## src/rtl/adder_2bit_seq_ctrl.sv

```systemverilog
// ============================================================================
// Module   : adder_2bit_seq_ctrl
// Brief    : Serial WIDTH-bit adder. It adds two bits per clock through one
//            shared 2-bit full-adder slice and has a start/busy/done handshake.
//            Optional subtract mode is enabled by defining ADDER_SEQ_SUB_EN.
//            WIDTH must be even and at least 2.
// Revision : 1.0 - initial release
// ============================================================================
`default_nettype none

module adder_2bit_slice (
    input  logic [1:0] a_i,
    input  logic [1:0] b_i,
    input  logic       cin_i,
    output logic [1:0] s_o,
    output logic       cout_o
);
    assign {cout_o, s_o} = {1'b0, a_i} + {1'b0, b_i} + {2'b00, cin_i};
endmodule

module adder_2bit_seq_ctrl #(
    parameter int WIDTH = 8
) (
    input  logic             clk,
    input  logic             rst,
    input  logic             start,
    input  logic [WIDTH-1:0] a,
    input  logic [WIDTH-1:0] b,
    input  logic             ci,
`ifdef ADDER_SEQ_SUB_EN
    input  logic             sub,
`endif
    output logic             busy,
    output logic             done,
    output logic [WIDTH-1:0] sum,
    output logic             co
);
    localparam int C_STEPS = WIDTH / 2;
    localparam int CNT_W   = (C_STEPS > 1) ? $clog2(C_STEPS) : 1;
    localparam logic [CNT_W-1:0] C_LAST = CNT_W'(C_STEPS - 1);

    typedef enum logic [1:0] {
        S_IDLE = 2'd0,
        S_RUN  = 2'd1,
        S_DONE = 2'd2
    } state_t;

    state_t           state_q, state_d;
    logic [WIDTH-1:0] a_sh_q, a_sh_d;
    logic [WIDTH-1:0] b_sh_q, b_sh_d;
    logic [WIDTH-1:0] acc_q, acc_d;
    logic [WIDTH-1:0] sum_q, sum_d;
    logic             carry_q, carry_d;
    logic             co_q, co_d;
    logic [CNT_W-1:0] cnt_q, cnt_d;

    logic [1:0]       w_slice_s;
    logic             w_slice_co;
    logic [WIDTH-1:0] w_acc_shift;
    logic [WIDTH-1:0] w_b_load;
    logic             w_c_load;

    adder_2bit_slice u_slice (
        .a_i    (a_sh_q[1:0]),
        .b_i    (b_sh_q[1:0]),
        .cin_i  (carry_q),
        .s_o    (w_slice_s),
        .cout_o (w_slice_co)
    );

    // Each new digit pair enters at the MSB end, so after N steps the
    // accumulator holds the full result in natural bit order.
    generate
        if (WIDTH > 2) begin : g_acc_wide
            assign w_acc_shift = {w_slice_s, acc_q[WIDTH-1:2]};
        end else begin : g_acc_narrow
            assign w_acc_shift = w_slice_s;
        end
    endgenerate

`ifdef ADDER_SEQ_SUB_EN
    // Subtract: a - b is computed as a + ~b + 1. co=1 means no borrow.
    assign w_b_load = sub ? ~b : b;
    assign w_c_load = sub ? 1'b1 : ci;
`else
    assign w_b_load = b;
    assign w_c_load = ci;
`endif

    always_comb begin
        state_d = state_q;
        a_sh_d  = a_sh_q;
        b_sh_d  = b_sh_q;
        acc_d   = acc_q;
        sum_d   = sum_q;
        carry_d = carry_q;
        co_d    = co_q;
        cnt_d   = cnt_q;
        busy    = 1'b0;
        done    = 1'b0;

        case (state_q)
            S_IDLE: begin
                if (start) begin
                    a_sh_d  = a;
                    b_sh_d  = w_b_load;
                    carry_d = w_c_load;
                    cnt_d   = '0;
                    acc_d   = '0;
                    state_d = S_RUN;
                end
            end
            S_RUN: begin
                busy    = 1'b1;
                acc_d   = w_acc_shift;
                carry_d = w_slice_co;
                a_sh_d  = a_sh_q >> 2;
                b_sh_d  = b_sh_q >> 2;
                cnt_d   = cnt_q + CNT_W'(1);
                if (cnt_q == C_LAST) begin
                    sum_d   = w_acc_shift;
                    co_d    = w_slice_co;
                    state_d = S_DONE;
                end
            end
            S_DONE: begin
                busy    = 1'b1;
                done    = 1'b1;
                state_d = S_IDLE;
            end
            default: state_d = S_IDLE;
        endcase
    end

    always_ff @(posedge clk) begin
        if (rst) begin
            state_q <= S_IDLE;
            a_sh_q  <= '0;
            b_sh_q  <= '0;
            acc_q   <= '0;
            sum_q   <= '0;
            carry_q <= 1'b0;
            co_q    <= 1'b0;
            cnt_q   <= '0;
        end else begin
            state_q <= state_d;
            a_sh_q  <= a_sh_d;
            b_sh_q  <= b_sh_d;
            acc_q   <= acc_d;
            sum_q   <= sum_d;
            carry_q <= carry_d;
            co_q    <= co_d;
            cnt_q   <= cnt_d;
        end
    end

    assign sum = sum_q;
    assign co  = co_q;

endmodule

`default_nettype wire

```

## config.mk

```make
export PLATFORM = sky130hd
export DESIGN_NAME = adder_2bit_seq_ctrl
export DESIGN_NICKNAME = d
export VERILOG_FILES = /design/src/rtl/adder_2bit_seq_ctrl.sv
export SDC_FILE = /design/constraint.sdc
export NUM_CORES = 1
export LEC_CHECK = 0
export CORE_UTILIZATION = 50
export CTS_CLUSTER_DIAMETER = 80
export CTS_CLUSTER_SIZE = 24
export DETAILED_ROUTE_END_ITERATION = 6
export GPL_ROUTABILITY_DRIVEN = 1
export GPL_TIMING_DRIVEN = 0
export PLACE_DENSITY = 0.77
export SYNTH_ARGS = -nofsm -noshare
export SYNTH_HDL_FRONTEND = slang
export SYNTH_HIERARCHICAL = 1
export SYNTH_SLANG_ARGS = --single-unit
```

## constraint.sdc

```tcl
create_clock -name clk -period 1.8 [get_ports clk]
set_input_delay 0.36 -clock clk [delete_from_list [all_inputs] [get_ports clk]]
set_output_delay 0.36 -clock clk [all_outputs]
set_load 0.05 [all_outputs]
```

==> results.py, run 1 <==
metrics = {
    "outcome": {
        "outcome": "complete, no violations",
    },
    "sta": {
        "slew_violations": 0,
        "finalCritPeriodShare_pct": 95.7,
        "clock.fmax_mhz": 581,
        "rsz0062_at_grt": "no",
        "slew_headroom_pct": 54.8,
        "tightest_slew_ns": 0.678,
        "fin_ws_ns": 0.0776,
        "setup_viol": 0,
        "holdWs_ns": 0.306,
        "hold_viol": 0,
        "clock_skew_ns": 0.00502,
        "fin_crit_ns": 1.72,
    },
    "drt": {
        "drtPass1Iterations": 4,
        "dr.first_iter.drc_count": 50,
        "final_antenna_net_count": 0,
        "vias": 1392,
        "routed_wl_um": 3650,
        "routedWlPerCell_um": 14.1,
        "drc": 0,
        "vias_per_cell": 5.37,
    },
    "worst_hold_path": {
        "min_path_type": "in -> reg",
        "worstHoldPathCells": 2,
        "worstHoldStart": "rst",
        "holdPathEnd": "a_sh_q[5]",
    },
    "critical_path": {
        "r2r_end": "a_sh_q[0]",
        "arrival_ns": 1.36,
        "reg2reg_slack_ns": 0.12,
        "required_ns": 1.44,
        "cp.depth": 3,
        "criticalPathCategory": "reg -> out",
        "r2r_cells": 6,
        "end_kind": "primary output",
        "max_stage_delay_ns": 0.40,
        "cp_slowest_cell": "dfxtp_1",
        "rr_startpoint": "state_q[0]",
        "cp-start-kind": "flip-flop",
        "critPathTopFamily": "buffers and inverters",
        "worst-path-buf-inv": 2,
        "path_cells": "inv_1 > ha_1 > clkdlybuf4s15_2",
        "crit_fanout": 4,
    },
    "pwr": {
        "leakagePower_nw": 0.802,
        "irDropWorstVdd_uv": 614,
        "power_density_mw_per_mm2": 879,
    },
    "yosys": {
        "yosysWarnings": 6,
        "syn_nets": 205,
        "ys_ff_latch": 36,
        "synthCells": 178,
        "synthFlopType": "dfxtp_1",
        "synth_cell_types": 22,
        "synth_area_mm2": 0.00166,
        "seq_area_frac_synth_pct": 43.5,
        "syn_area_per_cell_um2": 9.31,
        "async_flop_share_pct": 0,
        "synth_edf_count": 0,
    },
    "clock_network": {
        "cts-root-buf": "clkbuf_4",
        "ctsHoldBuffers": 0,
        "post_cts_buffers": 0,
        "insertion_delay_ns": 0.35,
        "path_clk_slew_ns": 0.11,
        "numCtsBuffers": 5,
        "h-tree-depth": 2,
        "cts_sinks": 36,
        "cts_max_path_buffers": 2,
        "cts_tree": "yes",
    },
    "final_layout": {
        "nets": 241,
        "fill_cells": 269,
        "drive_gt1_share_pct": 14.9,
        "syn2layout_area_growth_pct": 24.8,
        "final_common_cell": "dfxtp_1",
        "n_antenna_cell": 0,
        "final_cell_mix": "dfxtp_1 (36), a21oi_1 (22), nand2_1 (21)",
    },
    "global_routing": {
        "grt_max_degree": 13,
        "track_usage_pct": 23.1,
        "grt_pass1_wl_um": 5960,
        "overflow": 0,
        "grt_antenna_before_repair": 0,
        "grt_pass1_vias": 1340,
    },
    "flow_run": {
        "cap_viol_max_count": 0,
    },
    "placement": {
        "gp_congestion": 0.844,
        "dp_slack_ns": -0.0824,
        "port_buffers": 29,
        "dpl.hpwl_um": 2600,
    },
    "floorplanning": {
        "core_area_mm2": 0.00310,
        "die_w_um": 59.6,
        "die_area_mm2": 0.00355,
        "ioPinCount": 31,
        "fp-row-count": 20,
        "initial_core_util_pct": 53.4,
        "fp.dieH_um": 59.6,
    },
}
## cells in the mapped netlist (2+ instances only)
master	n	area [µm²]
nand3_1	15	75.1
nor2_1	14	52.6
nand2_1	21	78.8
a211oi_2	13	163
nand3b_1	5	37.5
buf_2	4	20.0
fa_1	2	40.0
a21oi_1	22	110
nand2b_1	2	12.5
inv_1	11	41.3
buf_6	3	33.8
mux2i_1	14	140
ha_1	5	62.6
dfxtp_1	36	721
clkbuf_1	4	15.0
## stage by stage
step | power [mW] | instances | util, % | TNS [ns] | area (µm²)
2_1_floorplan | 1.15 | 178 | - | 0 | 1660
3_3_place_gp | 1.24 | 251 | 64.5 | -0.0524 | 2000
3_5_place_dp | 1.26 | 251 | 64.5 | -0.0824 | 2000
4_1_cts | 1.82 | 259 | 66.6 | 0 | 2070
5_1_grt | 1.89 | 259 | 66.6 | 0 | 2070
6_report | 1.82 | 259 | 66.6 | 0 | 2070
## layout make-up
type,instances,area (µm²),area share (%)
timing repair buffer,29,275,13.3
clock buffer,5,37.5,1.82
multi-input combinational,118,815,39.4
tap,44,55.1,2.66
inverter,11,41.3,2.00
buffer,13,80.1,3.87
clock inverter,3,42.5,2.06
sequential,36,721,34.9
## worst register-to-register path, cell delays in order, from the launching register on
cell and delay, ns:
dfxtp_1 0.40, inv_1 0.08, ha_1 0.28, mux2_4 0.39, buf_6 0.16, nor2_1 0.16, a211oi_2 0.08
## logic make-up (layout without fill, tap and decap cells)
kind of cell | after synthesis | in the layout | synth area share [%]
AND/OR/NAND/NOR | 59 | 59 | 16.2
AO/OA/AOI/OAI | 37 | 37 | 17.4
flip-flops | 36 | 36 | 43.5
buffers and inverters | 24 | 61 | 7.33
adder cells (fa/ha/maj) | 7 | 7 | 6.19
multiplexers | 15 | 15 | 9.37
## worst max-delay path by stage
stage / from / end / slack (ns)
after global routing: state_q[0] / done / 0.01
after CTS: state_q[0] / done / 0.06
final: state_q[0] / done / 0.08
after floorplan: a_sh_q[0] / sum[7] / 0.25
after global placement: state_q[0] / busy / -0.05
after detailed placement: state_q[0] / busy / -0.08
## power by group
group / total [mW] / internal [mW] / switching, mW
sequential: 0.871 / 0.844 / 0.0268
clock: 0.576 / 0.289 / 0.287
combinational: 0.369 / 0.160 / 0.209
## state kept, by name, summed over array words and instances, names as in the netlist
register,cells
carry_q,1
acc_q,6
sum,8
a_sh_q,8
cnt_q,2
b_sh_q,8
co,1
state_q,2
## metal layers
layer  up-vias  global-route usage [%]  part of all wire [%]
met2        40                    36.8                    48
met4         0                    12.0                   2.3
met3        10                    6.11                   4.4
met5         -                       0                     0
li1        682                       -                     -
met1       660                    28.7                    45
## timing repair
action | 4_1_cts | 5_1_grt
resized for setup | 17 | 0
endpoints found under the setup margin | 11 | 0
endpoints found under the hold margin | 0 | 0
(Power assumes the default switching activity.)
==> run 2, diff against run 1 <==
CTS_CLUSTER_DIAMETER = 100   (was 80)
==> results of run 2 <==
No change in the layout: final DEF, timing and power equal those of run 1.
==> run 3, diff against run 2 <==
--- a/config.mk
+++ b/config.mk
@@ -6,5 +6,6 @@
 export NUM_CORES = 1
 export LEC_CHECK = 0
-export CORE_UTILIZATION = 50
+export CAP_MARGIN = 0
+export CORE_UTILIZATION = 25
 export CTS_CLUSTER_DIAMETER = 100
 export CTS_CLUSTER_SIZE = 24
@@ -12,5 +13,4 @@
 export GPL_ROUTABILITY_DRIVEN = 1
 export GPL_TIMING_DRIVEN = 0
-export PLACE_DENSITY = 0.77
 export SYNTH_ARGS = -nofsm -noshare
 export SYNTH_HDL_FRONTEND = slang
==> constraint.sdc (replaced) <==
create_clock -name clk -period 1.8 [get_ports clk]
set_input_delay 0.27 -clock clk [delete_from_list [all_inputs] [get_ports clk]]
set_output_delay 0.27 -clock clk [all_outputs]
set_load 0.05 [all_outputs]
==> run 3 against run 2 <==
Compared with the run above:
- sequential cell count unchanged
- global-route usage is 11 points lower
- maximum frequency up 1.1%
- cell count grew 13%
- clock power grew 38%
- routed wire length rose by 2.4%
- total power grew 12%
- first-iteration DRC count is 22% higher
- sequential power about the same
- die area up 96%
- count of clock-buffer cells in the layout up 2
- non-clock buffer count unchanged
- critical path type unchanged
- critical endpoint is now co
- largest power group unchanged
==> results.py, run 3 (same netlist as run 1, synthesis figures left out) <==
metrics = {
    "critical_path": {
        "path_cells": "clkdlybuf4s50_1",
        "arrival_ns": 1.43,
        "crit_start": "co",
        "rr_startpoint": "a_sh_q[0]",
        "criticalPathCategory": "reg -> out",
        "crit_fanout": 2,
        "critPathTopFamily": "buffers and inverters",
        "required_ns": 1.53,
        "cp_slowest_cell": "clkdlybuf4s50_1",
        "cp-start-kind": "flip-flop",
        "max_stage_delay_ns": 0.80,
        "worst-path-buf-inv": 1,
        "end_kind": "primary output",
    },
    "clock_network": {
        "post_cts_buffers": 0,
        "ctsHoldBuffers": 0,
        "cts_tree": "yes",
        "h-tree-depth": 2,
        "cts-root-buf": "clkbuf_8",
        "cts_max_path_buffers": 2,
        "cts_sinks": 36,
        "path_clk_slew_ns": 0.08,
        "numCtsBuffers": 5,
        "insertion_delay_ns": 0.30,
    },
    "floorplanning": {
        "fp.dieH_um": 83.4,
        "fp-row-count": 29,
        "initial_core_util_pct": 25.9,
        "ioPinCount": 31,
        "die_w_um": 83.4,
        "die_area_mm2": 0.00696,
        "core_area_mm2": 0.00639,
    },
    "sta": {
        "setup_tns_ns": 0,
        "slew_violations": 0,
        "holdWs_ns": 0.285,
        "clock_skew_ns": 0.00860,
        "slew_headroom_pct": 51.5,
        "rsz0062_at_grt": "no",
        "hold_viol": 0,
        "fin_crit_ns": 1.70,
        "clock.fmax_mhz": 587,
        "finalCritPeriodShare_pct": 94.7,
        "setup_viol": 0,
        "tightest_slew_ns": 0.727,
    },
    "pwr": {
        "p_int_mw": 1.50,
        "switching_share_pct": 26.3,
        "power.switching_mw": 0.533,
        "irDropWorstVdd_uv": 316,
        "leakagePower_nw": 0.786,
        "p_clk_share_pct": 39.2,
        "power_frac_comb_pct": 17.9,
        "pwr-share-seq_pct": 42.9,
        "power_density_mw_per_mm2": 934,
        "finalPower_mw": 2.03,
    },
    "final_layout": {
        "final_cell_mix": "dfxtp_1 (36), clkdlybuf4s50_1 (27), a21oi_1 (22)",
        "seq_area_um2": 721,
        "final_common_cell": "dfxtp_1",
        "fill_cells": 686,
        "stdcell_area_mm2": 0.00217,
        "syn2layout_area_growth_pct": 31.1,
        "multiInputGateArea_um2": 817,
        "n_antenna_cell": 0,
        "nets": 241,
        "drive_gt1_share_pct": 14.9,
    },
    "global_routing": {
        "overflow": 0,
        "met1_usage_pct": 15.4,
        "use_met3_pct": 2.98,
        "track_usage_pct": 11.6,
        "busiest_layer": "met2",
        "grt_antenna_before_repair": 0,
        "grt_pass1_wl_um": 6290,
        "grt_pass1_vias": 1281,
        "use_met2_pct": 17.9,
        "grt_max_degree": 12,
    },
    "drt": {
        "routed_wl_um": 3740,
        "dr.first_iter.drc_count": 61,
        "final_antenna_net_count": 0,
        "drc": 0,
        "drtPass1Iterations": 4,
        "vias": 1319,
        "routedWlPerCell_um": 12.8,
        "vias_per_cell": 4.52,
    },
    "outcome": {
        "outcome": "complete, no violations",
    },
    "placement": {
        "gp_congestion": 0.743,
        "port_buffers": 29,
        "dpl_cell_area_mm2": 0.00204,
        "dpl.hpwl_um": 2740,
    },
    "worst_hold_path": {
        "min_path_type": "in -> reg",
        "worstHoldStart": "rst",
    },
    "flow_run": {
        "cap_viol_max_count": 0,
    },
}
run 3: cell count changes in the layout (fill, tap and decap cells not counted):
cell,delta
buf_2,-1
clkinvlp_4,-1
clkbuf_4,-5
clkbuf_8,+7
nand2_2,+1
nand2_1,-1
dlygate4sd2_1,-8
clkdlybuf4s50_1,+9
clkinv_2,-1
run 3: worst paths after layout:
kind | cells past startpoint | end | slack (ns)
setup reg to reg | 6 | sum[7] | 0.14
hold / removal | 2 | b_sh_q[0] | 0.29
hold reg to reg | 2 | acc_q[3] | 0.46
setup / recovery | 1 | co | 0.1
run 3: power groups by stage:
stage	sequential (mW)	clock (mW)	combinational (mW)
2_1_floorplan	0.882	0	0.266
3_3_place_gp	0.887	0	0.366
3_5_place_dp	0.889	0	0.370
4_1_cts	0.870	0.808	0.370
5_1_grt	0.876	0.848	0.404
6_report	0.870	0.796	0.363
run 3: metrics by stage:
step                cells  utilization (%)  setup WS (ns)
floorplan             178                -          0.251
global placement      284             32.0        0.00634
detailed placement    284             32.0        0.00345
CTS                   292             34.0         0.0852
global route          292             34.0         0.0121
finish                292             34.0         0.0957
run 3: what timing repair did:
action                                  in CTS  in global routing
pin swaps                                    0                  0
endpoints found under the setup margin       2                  7
gates resized for setup                      4                  1
run 3: final cells by class:
| cell class | count | area share [%] |
|---|---|---|
| Sequential cell | 36 | 33.2 |
| Inverter | 11 | 1.90 |
| Multi-Input combinational cell | 118 | 37.6 |
| Buffer | 13 | 3.69 |
| Tap cell | 77 | 4.44 |
| Clock buffer | 7 | 4.44 |
| Timing Repair Buffer | 29 | 13.4 |
| Clock inverter | 1 | 1.38 |
run 3: layer usage:
metal / vias to the layer above / wire length [µm]
li1: 675 / -
met1: 601 / 1800
met2: 37 / 1730
met3: 6 / 164
met4: 0 / 46
met5: - / 0
